### src/rtl/alu_seq_if.sv
// ----------------------------------------------------------------------------
// alu_seq_if : operand/result handshake and PSR-load bundle for alu_seq
// Rev 1.0
// ----------------------------------------------------------------------------
`default_nettype none

interface alu_seq_if #(
  parameter int BIT_WIDTH    = 16,
  parameter int OPCODE_WIDTH = 8,
  parameter int FLAG_WIDTH   = 5
);

  logic                    in_valid;
  logic                    in_ready;
  logic [OPCODE_WIDTH-1:0] Opcode;
  logic [BIT_WIDTH-1:0]    Rdest;
  logic [BIT_WIDTH-1:0]    Rsrc_Imm;
  logic                    out_valid;
  logic                    out_ready;
  logic [BIT_WIDTH-1:0]    Result;
  logic [FLAG_WIDTH-1:0]   Flags;
  logic                    psr_we;
  logic [FLAG_WIDTH-1:0]   psr_din;

  modport master (
    output in_valid, Opcode, Rdest, Rsrc_Imm, out_ready, psr_we, psr_din,
    input  in_ready, out_valid, Result, Flags
  );

  modport slave (
    input  in_valid, Opcode, Rdest, Rsrc_Imm, out_ready, psr_we, psr_din,
    output in_ready, out_valid, Result, Flags
  );

endinterface

`default_nettype wire

### src/rtl/alu_seq.sv
// ----------------------------------------------------------------------------
// alu_seq : registered ALU with {C,L,F,Z,N} PSR, valid/ready and iterative MUL
// Rev 1.0
// ----------------------------------------------------------------------------
`default_nettype none

module alu_seq #(
  parameter int BIT_WIDTH    = 16,
  parameter int OPCODE_WIDTH = 8,
  parameter int FLAG_WIDTH   = 5
) (
  input  wire       clk,
  input  wire       rst_n,
  alu_seq_if.slave  bus
);

  localparam int C_SH_W  = $clog2(BIT_WIDTH) + 1;
  localparam int C_CNT_W = $clog2(BIT_WIDTH);
  localparam int C_FC    = 4;
  localparam int C_FL    = 3;
  localparam int C_FF    = 2;
  localparam int C_FZ    = 1;
  localparam int C_FN    = 0;

  typedef enum logic [0:0] {
    S_IDLE = 1'b0,
    S_MUL  = 1'b1
  } state_t;

  typedef enum logic [3:0] {
    OP_NOP  = 4'd0,
    OP_ADD  = 4'd1,
    OP_ADDC = 4'd2,
    OP_SUB  = 4'd3,
    OP_CMP  = 4'd4,
    OP_AND  = 4'd5,
    OP_OR   = 4'd6,
    OP_XOR  = 4'd7,
    OP_NOT  = 4'd8,
    OP_LSH  = 4'd9,
    OP_RSH  = 4'd10,
    OP_ARSH = 4'd11,
    OP_MUL  = 4'd12
  } op_t;

  state_t                 state_q, state_d;
  logic [BIT_WIDTH-1:0]   result_q, result_d;
  logic                   out_valid_q, out_valid_d;
  logic [FLAG_WIDTH-1:0]  psr_q, psr_d;
  logic [BIT_WIDTH-1:0]   acc_q, acc_d;
  logic [BIT_WIDTH-1:0]   mcand_q, mcand_d;
  logic [BIT_WIDTH-1:0]   mplier_q, mplier_d;
  logic [C_CNT_W-1:0]     cnt_q, cnt_d;

  logic [OPCODE_WIDTH-1:0] w_opcode;
  logic [3:0]              w_op_hi, w_op_lo;
  op_t                     w_op;
  logic [BIT_WIDTH-1:0]    w_a, w_b;
  logic                    w_busy, w_accept;
  logic                    w_cin;
  logic [BIT_WIDTH:0]      w_sum_ext, w_diff_ext;
  logic                    w_add_ovf, w_sub_ovf, w_slt;
  logic [C_SH_W-1:0]       w_lsh_amt, w_lsh_mag;
  logic                    w_lsh_neg;
  logic [BIT_WIDTH-1:0]    w_lsh, w_rsh, w_arsh;
  logic [BIT_WIDTH-1:0]    w_alu_res;
  logic                    w_alu_wr, w_upd_z;
  logic [FLAG_WIDTH-1:0]   w_alu_psr;
  logic [BIT_WIDTH-1:0]    w_mul_sum;
  logic                    w_fin, w_fin_wr;
  logic [BIT_WIDTH-1:0]    w_fin_res;
  logic [FLAG_WIDTH-1:0]   w_fin_psr;

  assign w_opcode = bus.Opcode;
  assign w_op_hi  = w_opcode[7:4];
  assign w_op_lo  = w_opcode[3:0];
  assign w_a      = bus.Rdest;
  assign w_b      = bus.Rsrc_Imm;

  assign w_busy        = (state_q == S_MUL);
  assign bus.in_ready  = !w_busy && (!out_valid_q || bus.out_ready);
  assign w_accept      = bus.in_valid && bus.in_ready;
  assign bus.out_valid = out_valid_q;
  assign bus.Result    = result_q;
  assign bus.Flags     = psr_q;

  // Register-form ops live in the 0x0_ row; the high nibble selects immediate forms.
  always_comb begin
    w_op = OP_NOP;
    case (w_op_hi)
      4'h0: begin
        case (w_op_lo)
          4'h1:       w_op = OP_AND;
          4'h2:       w_op = OP_OR;
          4'h3:       w_op = OP_XOR;
          4'h4:       w_op = OP_NOT;
          4'h5, 4'h6: w_op = OP_ADD;
          4'h7:       w_op = OP_ADDC;
          4'h9:       w_op = OP_SUB;
          4'hB:       w_op = OP_CMP;
          4'hE:       w_op = OP_MUL;
          default:    w_op = OP_NOP;
        endcase
      end
      4'h5, 4'h6: w_op = OP_ADD;
      4'h7:       w_op = OP_ADDC;
      4'h9:       w_op = OP_SUB;
      4'hB:       w_op = OP_CMP;
      4'h8: begin
        case (w_op_lo)
          4'h0, 4'h1, 4'h4:       w_op = OP_LSH;
          4'h8, 4'h9, 4'hA, 4'hB: w_op = OP_RSH;
          4'h2, 4'h3, 4'h6:       w_op = OP_ARSH;
          default:                w_op = OP_NOP;
        endcase
      end
      default: w_op = OP_NOP;
    endcase
  end

  assign w_cin      = (w_op == OP_ADDC) ? psr_q[C_FC] : 1'b0;
  assign w_sum_ext  = {1'b0, w_a} + {1'b0, w_b} + {{BIT_WIDTH{1'b0}}, w_cin};
  assign w_diff_ext = {1'b0, w_a} - {1'b0, w_b};
  assign w_add_ovf  = (w_a[BIT_WIDTH-1] == w_b[BIT_WIDTH-1]) &&
                      (w_sum_ext[BIT_WIDTH-1] != w_a[BIT_WIDTH-1]);
  assign w_sub_ovf  = (w_a[BIT_WIDTH-1] != w_b[BIT_WIDTH-1]) &&
                      (w_diff_ext[BIT_WIDTH-1] != w_a[BIT_WIDTH-1]);
  assign w_slt      = $signed(w_a) < $signed(w_b);

  // LSH takes a signed amount: negative values shift right logically.
  assign w_lsh_amt = w_b[C_SH_W-1:0];
  assign w_lsh_neg = w_lsh_amt[C_SH_W-1];
  assign w_lsh_mag = w_lsh_neg ? (~w_lsh_amt + C_SH_W'(1)) : w_lsh_amt;
  assign w_lsh     = (w_lsh_mag >= C_SH_W'(BIT_WIDTH)) ? '0 :
                     (w_lsh_neg ? (w_a >> w_lsh_mag) : (w_a << w_lsh_mag));
  assign w_rsh     = (w_b >= BIT_WIDTH'(BIT_WIDTH)) ? '0 : (w_a >> w_b);
  assign w_arsh    = (w_b >= BIT_WIDTH'(BIT_WIDTH)) ? {BIT_WIDTH{w_a[BIT_WIDTH-1]}} :
                     $unsigned($signed(w_a) >>> w_b);

  always_comb begin
    w_alu_res = '0;
    w_alu_wr  = 1'b1;
    w_upd_z   = 1'b1;
    w_alu_psr = psr_q;
    case (w_op)
      OP_ADD, OP_ADDC: begin
        w_alu_res         = w_sum_ext[BIT_WIDTH-1:0];
        w_alu_psr[C_FC]   = w_sum_ext[BIT_WIDTH];
        w_alu_psr[C_FF]   = w_add_ovf;
      end
      OP_SUB: begin
        w_alu_res         = w_diff_ext[BIT_WIDTH-1:0];
        w_alu_psr[C_FC]   = w_diff_ext[BIT_WIDTH];
        w_alu_psr[C_FF]   = w_sub_ovf;
      end
      OP_CMP: begin
        w_alu_wr          = 1'b0;
        w_upd_z           = 1'b0;
        w_alu_psr[C_FZ]   = (w_a == w_b);
        w_alu_psr[C_FN]   = w_slt;
        w_alu_psr[C_FL]   = w_diff_ext[BIT_WIDTH];
      end
      OP_AND:  w_alu_res = w_a & w_b;
      OP_OR:   w_alu_res = w_a | w_b;
      OP_XOR:  w_alu_res = w_a ^ w_b;
      OP_NOT:  w_alu_res = ~w_b;
      OP_LSH:  w_alu_res = w_lsh;
      OP_RSH:  w_alu_res = w_rsh;
      OP_ARSH: w_alu_res = w_arsh;
      default: begin
        w_alu_wr = 1'b0;
        w_upd_z  = 1'b0;
      end
    endcase
    if (w_upd_z) begin
      w_alu_psr[C_FZ] = (w_alu_res == '0);
    end
  end

  assign w_mul_sum = acc_q + (mplier_q[0] ? mcand_q : '0);

  always_ff @(posedge clk or negedge rst_n) begin
    if (!rst_n) begin
      state_q     <= S_IDLE;
      result_q    <= '0;
      out_valid_q <= 1'b0;
      psr_q       <= '0;
      acc_q       <= '0;
      mcand_q     <= '0;
      mplier_q    <= '0;
      cnt_q       <= '0;
    end else begin
      state_q     <= state_d;
      result_q    <= result_d;
      out_valid_q <= out_valid_d;
      psr_q       <= psr_d;
      acc_q       <= acc_d;
      mcand_q     <= mcand_d;
      mplier_q    <= mplier_d;
      cnt_q       <= cnt_d;
    end
  end

  always_comb begin
    state_d     = state_q;
    result_d    = result_q;
    out_valid_d = out_valid_q;
    psr_d       = psr_q;
    acc_d       = acc_q;
    mcand_d     = mcand_q;
    mplier_d    = mplier_q;
    cnt_d       = cnt_q;
    w_fin       = 1'b0;
    w_fin_wr    = 1'b0;
    w_fin_res   = result_q;
    w_fin_psr   = psr_q;

    if (out_valid_q && bus.out_ready) begin
      out_valid_d = 1'b0;
    end

    case (state_q)
      S_IDLE: begin
        if (w_accept) begin
          if (w_op == OP_MUL) begin
            state_d  = S_MUL;
            acc_d    = '0;
            mcand_d  = w_a;
            mplier_d = w_b;
            cnt_d    = '0;
          end else begin
            w_fin     = 1'b1;
            w_fin_wr  = w_alu_wr;
            w_fin_res = w_alu_res;
            w_fin_psr = w_alu_psr;
          end
        end
      end
      S_MUL: begin
        // One multiplier bit per cycle; the last step completes directly from the sum.
        acc_d    = w_mul_sum;
        mcand_d  = mcand_q << 1;
        mplier_d = mplier_q >> 1;
        cnt_d    = cnt_q + C_CNT_W'(1);
        if (cnt_q == C_CNT_W'(BIT_WIDTH - 1)) begin
          state_d         = S_IDLE;
          w_fin           = 1'b1;
          w_fin_wr        = 1'b1;
          w_fin_res       = w_mul_sum;
          w_fin_psr       = psr_q;
          w_fin_psr[C_FZ] = (w_mul_sum == '0);
        end
      end
      default: state_d = S_IDLE;
    endcase

    if (w_fin) begin
      out_valid_d = 1'b1;
      psr_d       = w_fin_psr;
      if (w_fin_wr) begin
        result_d = w_fin_res;
      end
    end

    if (bus.psr_we) begin
      psr_d = bus.psr_din;
    end
  end

endmodule

`default_nettype wire

### src/flat_wrapper.sv
// flat-port wrapper written by rule: the top's interface ports become plain ports
module alu_seq_flat 
#(
  parameter int BIT_WIDTH    = 16,
  parameter int OPCODE_WIDTH = 8,
  parameter int FLAG_WIDTH   = 5
)
  (clk, rst_n, bus_in_valid, bus_Opcode, bus_Rdest, bus_Rsrc_Imm, bus_out_ready, bus_psr_we, bus_psr_din, bus_in_ready, bus_out_valid, bus_Result, bus_Flags);
  alu_seq_if #(.BIT_WIDTH(BIT_WIDTH), .OPCODE_WIDTH(OPCODE_WIDTH), .FLAG_WIDTH(FLAG_WIDTH)) bus_i ();
  input  wire clk;
  input  wire rst_n;
  input wire logic [$bits(bus_i.in_valid)-1:0] bus_in_valid;
  input wire logic [$bits(bus_i.Opcode)-1:0] bus_Opcode;
  input wire logic [$bits(bus_i.Rdest)-1:0] bus_Rdest;
  input wire logic [$bits(bus_i.Rsrc_Imm)-1:0] bus_Rsrc_Imm;
  input wire logic [$bits(bus_i.out_ready)-1:0] bus_out_ready;
  input wire logic [$bits(bus_i.psr_we)-1:0] bus_psr_we;
  input wire logic [$bits(bus_i.psr_din)-1:0] bus_psr_din;
  output wire logic [$bits(bus_i.in_ready)-1:0] bus_in_ready;
  output wire logic [$bits(bus_i.out_valid)-1:0] bus_out_valid;
  output wire logic [$bits(bus_i.Result)-1:0] bus_Result;
  output wire logic [$bits(bus_i.Flags)-1:0] bus_Flags;
  assign bus_i.in_valid = bus_in_valid;
  assign bus_i.Opcode = bus_Opcode;
  assign bus_i.Rdest = bus_Rdest;
  assign bus_i.Rsrc_Imm = bus_Rsrc_Imm;
  assign bus_i.out_ready = bus_out_ready;
  assign bus_i.psr_we = bus_psr_we;
  assign bus_i.psr_din = bus_psr_din;
  assign bus_in_ready = bus_i.in_ready;
  assign bus_out_valid = bus_i.out_valid;
  assign bus_Result = bus_i.Result;
  assign bus_Flags = bus_i.Flags;
  alu_seq #(.BIT_WIDTH(BIT_WIDTH), .OPCODE_WIDTH(OPCODE_WIDTH), .FLAG_WIDTH(FLAG_WIDTH)) u_core (.clk(clk), .rst_n(rst_n), .bus(bus_i));
endmodule
### config.mk
export PLATFORM = sky130hd
export DESIGN_NAME = alu_seq_flat
export DESIGN_NICKNAME = d
export VERILOG_FILES = /design/src/rtl/alu_seq_if.sv /design/src/rtl/alu_seq.sv /design/src/flat_wrapper.sv
export SDC_FILE = /design/constraint.sdc
export NUM_CORES = 1
export LEC_CHECK = 0
export CAP_MARGIN = 15
export CELL_PAD_IN_SITES_DETAIL_PLACEMENT = 2
export CELL_PAD_IN_SITES_GLOBAL_PLACEMENT = 2
export CORE_UTILIZATION = 36
export CTS_CLUSTER_DIAMETER = 30
export CTS_CLUSTER_SIZE = 14
export DETAILED_ROUTE_END_ITERATION = 10
export GPL_TIMING_DRIVEN = 0
export PLACE_DENSITY = 0.82
export SLEW_MARGIN = 20
export SYNTH_ARGS = -nofsm -noshare
export SYNTH_HDL_FRONTEND = slang
export SYNTH_SLANG_ARGS = --single-unit
### constraint.sdc
create_clock -name clk -period 4.1 [get_ports clk]
set_input_delay 1.025 -clock clk [delete_from_list [all_inputs] [get_ports clk]]
set_output_delay 1.025 -clock clk [all_outputs]
set_load 0.005 [all_outputs]
Word level (Yosys, flattened, before mapping)
Memory sizes are Yosys's and may differ from the RTL's.
Index checks and enable logic that the tools add are counted.
Widths: inputs -> output; s select.
{"block": "totals", "reg_bits": 75, "latchBits": 0, "ram_bits": 0, "mem_bits_ro": 112, "input_bits": 50, "output_inout_bits": 23, "elab_cells": 137, "mem_count": 2}
{"name": "(no name shown)", "depth": 16, "width": 4, "read_ports": 1, "rd_clocked_by_memory_dff": 0, "wr": 0, "line": "alu_seq.sv:92", "rtl": "case (w_op_lo)"}
{"name": "(no name shown)", "depth": 16, "width": 3, "read_ports": 1, "rd_clocked_by_memory_dff": 0, "wr": 0, "line": "alu_seq.sv:110", "rtl": "case (w_op_lo)"}
{"block": "classes", "addsub": 6, "n_mul": 0, "div": 0, "magnitude_cmp": 3, "n_eq_ne": 35, "shift": 4, "mux": 50, "bitwise": 6, "reduce_logical": 21}
{"op": "$mux 16", "count": 14}
{"op": "$pmux 16 s9", "count": 1}
{"op": "$pmux 16 s2", "count": 4}
{"op": "$eq 4x4->1 const B", "count": 9}
{"op": "$logic_not 16->1", "count": 2}
{"op": "$eq 4x3->1 const B", "count": 7}
{"op": "$mux 5", "count": 5}
{"op": "$pmux 4 s6", "count": 1}
{"op": "$reduce_and 5->1", "count": 4}
{"op": "$add 16x16->17", "count": 1}
{"op": "$add 17x1->17", "count": 1}
{"op": "$sub 16x16->17", "count": 1}
{"op": "$add 16x16->16", "count": 1}
{"op": "$and 16x16->16", "count": 1}
{"op": "$eq 16x16->1", "count": 1}
{"op": "$ge 16x5->1 const B", "count": 1}
{"op": "$lt 16x16->1", "count": 1}
{"op": "$not 16->16", "count": 1}
{"op": "$or 16x16->16", "count": 1}
{"op": "$shl 16x5->16", "count": 1}
{"op": "$shr 16x16->16", "count": 1}
{"op": "$shr 16x5->16", "count": 1}
{"op": "$sshr 16x16->16", "count": 1}
{"op": "$xor 16x16->16", "count": 1}
{"op": "other kinds (29)", "count": 63}

Depth between registers and ports, before layout
{"block": "logic_depth", "word_depth": 14, "depth_mapped": 22, "ltp_nobuf": 20}

Least setup slack after synthesis
Ideal clock, no wire load.
{"block": "synth_timing", "path_kind": "input to register", "start": "input port bus_Opcode[6]", "end": "register u_core.psr_q[1], in the netlist u_core.bus.Flags[1]", "setup_ns": 0.092, "arrival_ns": 5.212, "required_time_ns": 4.008, "path_slack_ns": -1.204, "path_stages": 21, "n_path_buf": 3, "path_cell_list": "buf_2 > or4_4 > a21oi_2 > a211oi_2 > buf_6 > clkbuf_1 > nand2_1 > nor3_1 > fa_1 > fa_1 > a211oi_1 > o21ai_0 > and2_1 > a21oi_1 > nor3_1 > o32ai_1 > and4b_1 > o2111ai_1 > nor4_1 > nand4_1 > o31ai_2"}
{"block": "synth_via", "elab_chain_len": 14, "word_cells_on_any_way": 41, "classes_between": "add/sub: 1; eq/ne: 20; mux: 13; reduce/logical: 7"}
{"element": "start: declaration", "line": "flat_wrapper.sv:13", "rtl": "input wire logic [$bits(bus_i.Opcode)-1:0] bus_Opcode;"}
{"element": "$eq 4x3->1", "line": "alu_seq.sv:90", "rtl": "case (w_op_hi)"}
{"element": "$reduce_or 2->1", "line": "alu_seq.sv:90"}
{"element": "$pmux 4 s6 (*)", "line": "alu_seq.sv:90"}
{"element": "$eq 4x2->1", "line": "alu_seq.sv:121, alu_seq.sv:145"}
{"element": "$mux 1", "line": "alu_seq.sv:121", "rtl": "assign w_cin = (w_op == OP_ADDC) ? psr_q[C_FC] : 1'b0;"}
{"element": "$add 17x1->17", "line": "alu_seq.sv:122", "rtl": "assign w_sum_ext = {1'b0, w_a} + {1'b0, w_b} + {{BIT_WIDTH{1'b0}}, w_cin};"}
{"element": "$pmux 16 s9", "line": "alu_seq.sv:145", "rtl": "case (w_op)"}
{"element": "$logic_not 16->1", "line": "alu_seq.sv:176", "rtl": "w_alu_psr[C_FZ] = (w_alu_res == '0);"}
{"element": "$mux 1", "line": "alu_seq.sv:175", "rtl": "if (w_upd_z) begin"}
{"element": "$mux 5", "line": "alu_seq.sv:225", "rtl": "if (w_op == OP_MUL) begin"}
{"element": "$mux 5", "line": "alu_seq.sv:224", "rtl": "if (w_accept) begin"}
{"element": "$pmux 5 s2", "line": "alu_seq.sv:222", "rtl": "case (state_q)"}
{"element": "$mux 5", "line": "alu_seq.sv:257", "rtl": "if (w_fin) begin"}
{"element": "$mux 5", "line": "alu_seq.sv:265", "rtl": "if (bus.psr_we) begin"}
{"element": "end signal: assignment", "line": "alu_seq.sv:196", "rtl": "psr_q <= psr_d;"}
{"element": "end: declaration", "line": "alu_seq.sv:49", "rtl": "logic [FLAG_WIDTH-1:0] psr_q, psr_d;"}
Mark *: on every way between the ends. The rest lies on a longest branch, timed or not. The select of a mux whose other input is x is not followed.
A chain may end at the register's enable or synchronous reset.

Worst setup path in the final report
{"block": "layout_timing", "start": "input port bus_Opcode[5]", "end": "register u_core.psr_q[1], in the netlist u_core.bus.Flags[1]"}
Same word-level chain as after synthesis.

==> metrics.md <==
| Metric | Value |
|---|---|
| I/O pin count | 73 |
| Highest Clock Rate | 176.4 MHz |
| Async SR Flop Fraction | 100.0% |
| Post-Route WL | 63,220 um |
| Worst path most repeated cell | sky130_fd_sc_hd__fa_2 |
| Signal arrival time at the worst endpoint | 5.92 ns |
| Layout overhead on the synthesized area | 30.36% |
| Layout net count | 1,579 |
| Slowest cell on crit path | sky130_fd_sc_hd__or4b_4 |
| Result of the run | complete, but fails checks |
| Gate count after technology mapping | 1,303 |
| Placement row count | 59 |
| Total of buffers placed on input and output ports | 71 |
| Final Wtd Congestion | 0.9656 |
| Post-route minimum period | 5.669 ns |
| Skew-Pair Late Insertion Delay | 0.36 ns |
| Final setup slack of the worst path | -1.569 ns |
| Register-to-Register Path Depth | 14 |
| Wire length of the first global-routing pass | 84,550 um |
| Number of enable flip-flop cells after synthesis | 0 |
| First drt pass iteration count | 5 |
| Routed len/inst | 35.22 um |
| Antenna violations before repair | 2 |
| Critical path depth in cells | 21 |
| Register-to-register setup slack | -0.38 ns |
| Netlist Area Pre-Place | 9746 um2 |
| Filler Cells Inserted | 2,869 |
| Unique cell type count in the Yosys netlist | 90 |
| Setup repair after global routing missed its margin | yes |
| Static Leak | 5.326 nW |
| Global route total overflow | 0 |
| Critical Path Start | bus_Opcode[5] |
| Crit start category | input port |
| Required time worst endpoint | 4.35 ns |
| Clock Tree Buf Depth | 2 |
| Critical path peak fanout | 7 |
| Initial Utilization | 37.08% |
| Mapped Nets | 1,428 |
| Largest net degree at the start of global routing | 46 |
| Share of the yosys chip area belonging to registers | 19.26% |
| TritonCTS clock tree | done |
| Floorplan die width | 166.5 um |
| Cell accounting for the most synthesized area | sky130_fd_sc_hd__dfrtp_1 |
| Yosys Warn Count | 0 |
| Max-slew headroom | 22.67% |
| Y dimension of the die | 166.5 um |
| Post-DR vias/cell | 7.186 |
| Post-synthesis average cell area | 7.479 um2 |
| Post-route DRC | 0 |
| Most common cell after layout, fill and taps aside | sky130_fd_sc_hd__nor2_1 |
| Failing checks | negative setup slack |
| H-tree depth | 3 |
| Post-layout power | 5.416 mW |
| Critical register-to-register path endpoint | u_core.bus.Flags[1] |
| Reg-to-reg startpoint | u_core.mplier_q[0] |
| Number of sinks handled by clock tree synthesis | 75 |
| Top flip-flop cell by instance count after synthesis | sky130_fd_sc_hd__dfrtp_1 |
| Final setup vio count | 21 |
| Max-capacitance violation count | 0 |
| Count of final max-slew check failures | 0 |
| CTS Root Buffer Type | sky130_fd_sc_hd__clkbuf_16 |
| Area share of the largest cell type after synthesis | 19.26% |
| Antenna-violating nets left | 0 |
| Kind of critical path | in -> reg |
| Kind of end point of the critical path | register |
| Half-perimeter wire length after placement | 40,430 um |
| Final Core Density | 48.34% |
| Number of violations reported at the end of detailed-routing iteration 0 | 1,519 |
| Post-synthesis register bit count | 75 |
| Critical path endpoint | u_core.bus.Flags[1] |
| Final hold violation count | 0 |
| Total routing usage reported by global routing | 40.49% |
| Final Skew | 0.01097 ns |
| Category of cells accounting for the largest share of critical-path delay | simple AND/OR/NAND/NOR gates |
| Path class of the lowest-slack min-delay path | reg -> reg |
| Share of post-route cells with drive strength above 1 | 20.77% |
| Fraction of the cycle the final worst path needs | 138.3% |
| Power density relative to cell area | 426.3 nW/um2 |
| Slew at the pin with the worst max-slew slack | 1.128 ns |
| Vias in the first global route | 12,938 |
| Worst stage delay on the critical path | 0.55 ns |
| Combined buffer and inverter count along the critical path | 3 |
| Peak supply drop | 0.0002753 V |
| Overall die area | 27,730 um2 |
| Detailed-route via count | 12,899 |
| Synth area leaders | sky130_fd_sc_hd__dfrtp_1 (19%), sky130_fd_sc_hd__ha_1 (9.1%), sky130_fd_sc_hd__nor2_1 (6.1%), sky130_fd_sc_hd__a21oi_1 (5.0%), sky130_fd_sc_hd__nand2_1 (4.7%) |
| Clock slew at reported path FFs | 0.07 ns |
| Sequence of cells on the critical path | buf_12, or4b_4, buf_4, a311oi_4, a221o_2, clkbuf_16, nand2_8, nor3_4, fa_2, fa_2, a211oi_4, o21ai_2, and2_4, a21oi_4, nor3b_2, o32ai_2, and4b_2, o2111ai_2, nor4_2, nand4_1, o31ai_2 |
| Commonest non-fill, non-tap cells in the layout | sky130_fd_sc_hd__nor2_1 (156), sky130_fd_sc_hd__nand2_1 (121), sky130_fd_sc_hd__a21oi_1 (81) |
| Total core area | 26,280 um2 |
| TritonCTS Buffers | 9 |
## sequential cells by signal, summed over array words and instances (netlist names)
register,count
u_core.acc_q,16
u_core.bus.Flags,5
u_core.bus.Result,16
u_core.bus.out_valid,1
u_core.cnt_q,4
u_core.mcand_q,16
u_core.mplier_q,16
u_core.state_q,1
## cell type report
| cell class | instances | area, um2 | share of cell area [%] |
|---|---|---|---|
| multi-input combinational | 1075 | 8023 | 63.15 |
| sequential | 75 | 1877 | 14.77 |
| timing repair buffer | 142 | 1287 | 10.13 |
| buffer | 90 | 545.5 | 4.294 |
| tap | 335 | 419.2 | 3.299 |
| inverter | 61 | 240.2 | 1.891 |
| clock buffer | 10 | 239.0 | 1.881 |
| clock inverter | 6 | 71.32 | 0.5614 |
| antenna | 1 | 2.502 | 0.01970 |
## synth_stat cells (all sizes together), types with 8 or more instances
cell     number
nor2        159
nand2       123
a21oi        99
o21ai        83
dfrtp        75
ha           71
clkbuf       67
inv          61
o22ai        51
nor3         36
nand3        35
mux2i        33
buf          25
and2         24
xnor2        21
a31oi        20
mux4         18
a21o         17
o211ai       17
o31ai        17
nor4         14
nand2b       13
xor2         13
and3         12
a211oi       11
a22oi        11
or3          11
a2111oi      10
mux2         10
nand4        10
o21bai       10
a221oi        9
o21a          8
or4           8
## per-stage QoR
stage | hold WS, ns | instances | setup TNS, ns | cell area, um2 | setup slack [ns]
2_1_floorplan | 0.4525 | 1303 | -6.093 | 9858 | -0.8119
3_3_place_gp | 0.4689 | 1709 | -109.01 | 10990 | -2.807
3_5_place_dp | 0.4799 | 1710 | -48.73 | 11010 | -2.900
4_1_cts | 0.4984 | 1765 | -11.86 | 12240 | -1.186
5_1_grt | 0.5209 | 1794 | -18.82 | 12700 | -1.624
6_report | 0.4925 | 1795 | -17.64 | 12700 | -1.569
## worst register-to-register path: cells and delay by family (launching register included)
| kind | cells | cell delay (ns) |
|---|---|---|
| compound gates | 5 | 0.99 |
| xor+xnor | 1 | 0.15 |
| fa+ha+maj | 1 | 0.46 |
| buf+inv | 1 | 0.25 |
| flops | 1 | 0.47 |
| simple gates | 6 | 2.04 |
## what timing repair did
action                                  4_1_cts  5_1_grt
setup buffers                                41       29
pin swaps                                    54       51
resized for setup                           187       67
endpoints found under the setup margin       31       22
hold buffers                                  0        0
gates cloned                                  0        0
## routing by layer
layer | vias to the layer above | GRT usage (%) | part of all wire, %
li1 | 5114 | - | -
met1 | 6573 | 52.26 | 39
met2 | 918 | 65.42 | 45
met3 | 294 | 6.179 | 9.5
met4 | 0 | 21.01 | 6.8
met5 | - | 0 | 0
## worst min path at each step
| stage | depth (start not counted) | from | slack [ns] | end |
|---|---|---|---|---|
| final | 2 | u_core.acc_q[10] | 0.49 | u_core.acc_q[10] |
| after global routing | 1 | u_core.acc_q[7] | 0.52 | u_core.acc_q[7] |
| after CTS | 1 | u_core.bus.Result[4] | 0.50 | u_core.bus.Result[4] |
| after detailed placement | 2 | u_core.acc_q[4] | 0.48 | u_core.acc_q[4] |
| after global placement | 2 | u_core.acc_q[8] | 0.47 | u_core.acc_q[8] |
| after floorplan | 2 | u_core.acc_q[8] | 0.45 | u_core.acc_q[8] |
## cell families after synthesis
group / synth area share, %
and+or+nand+nor: 22.98
AOI/OAI and AO/OA: 29.77
buffers and inverters: 6.291
adders and majority gates: 9.937
DFF: 19.26
muxes: 8.705
xor gates and xnor gates: 3.056
## where the power goes
group / internal (mW) / switching (mW) / total (mW)
combinational: 1.22 / 2.02 / 3.24
clock: 0.496 / 0.385 / 0.881
sequential: 1.03 / 0.261 / 1.29
total: 2.75 / 2.67 / 5.42
(Power assumes the default switching activity.)
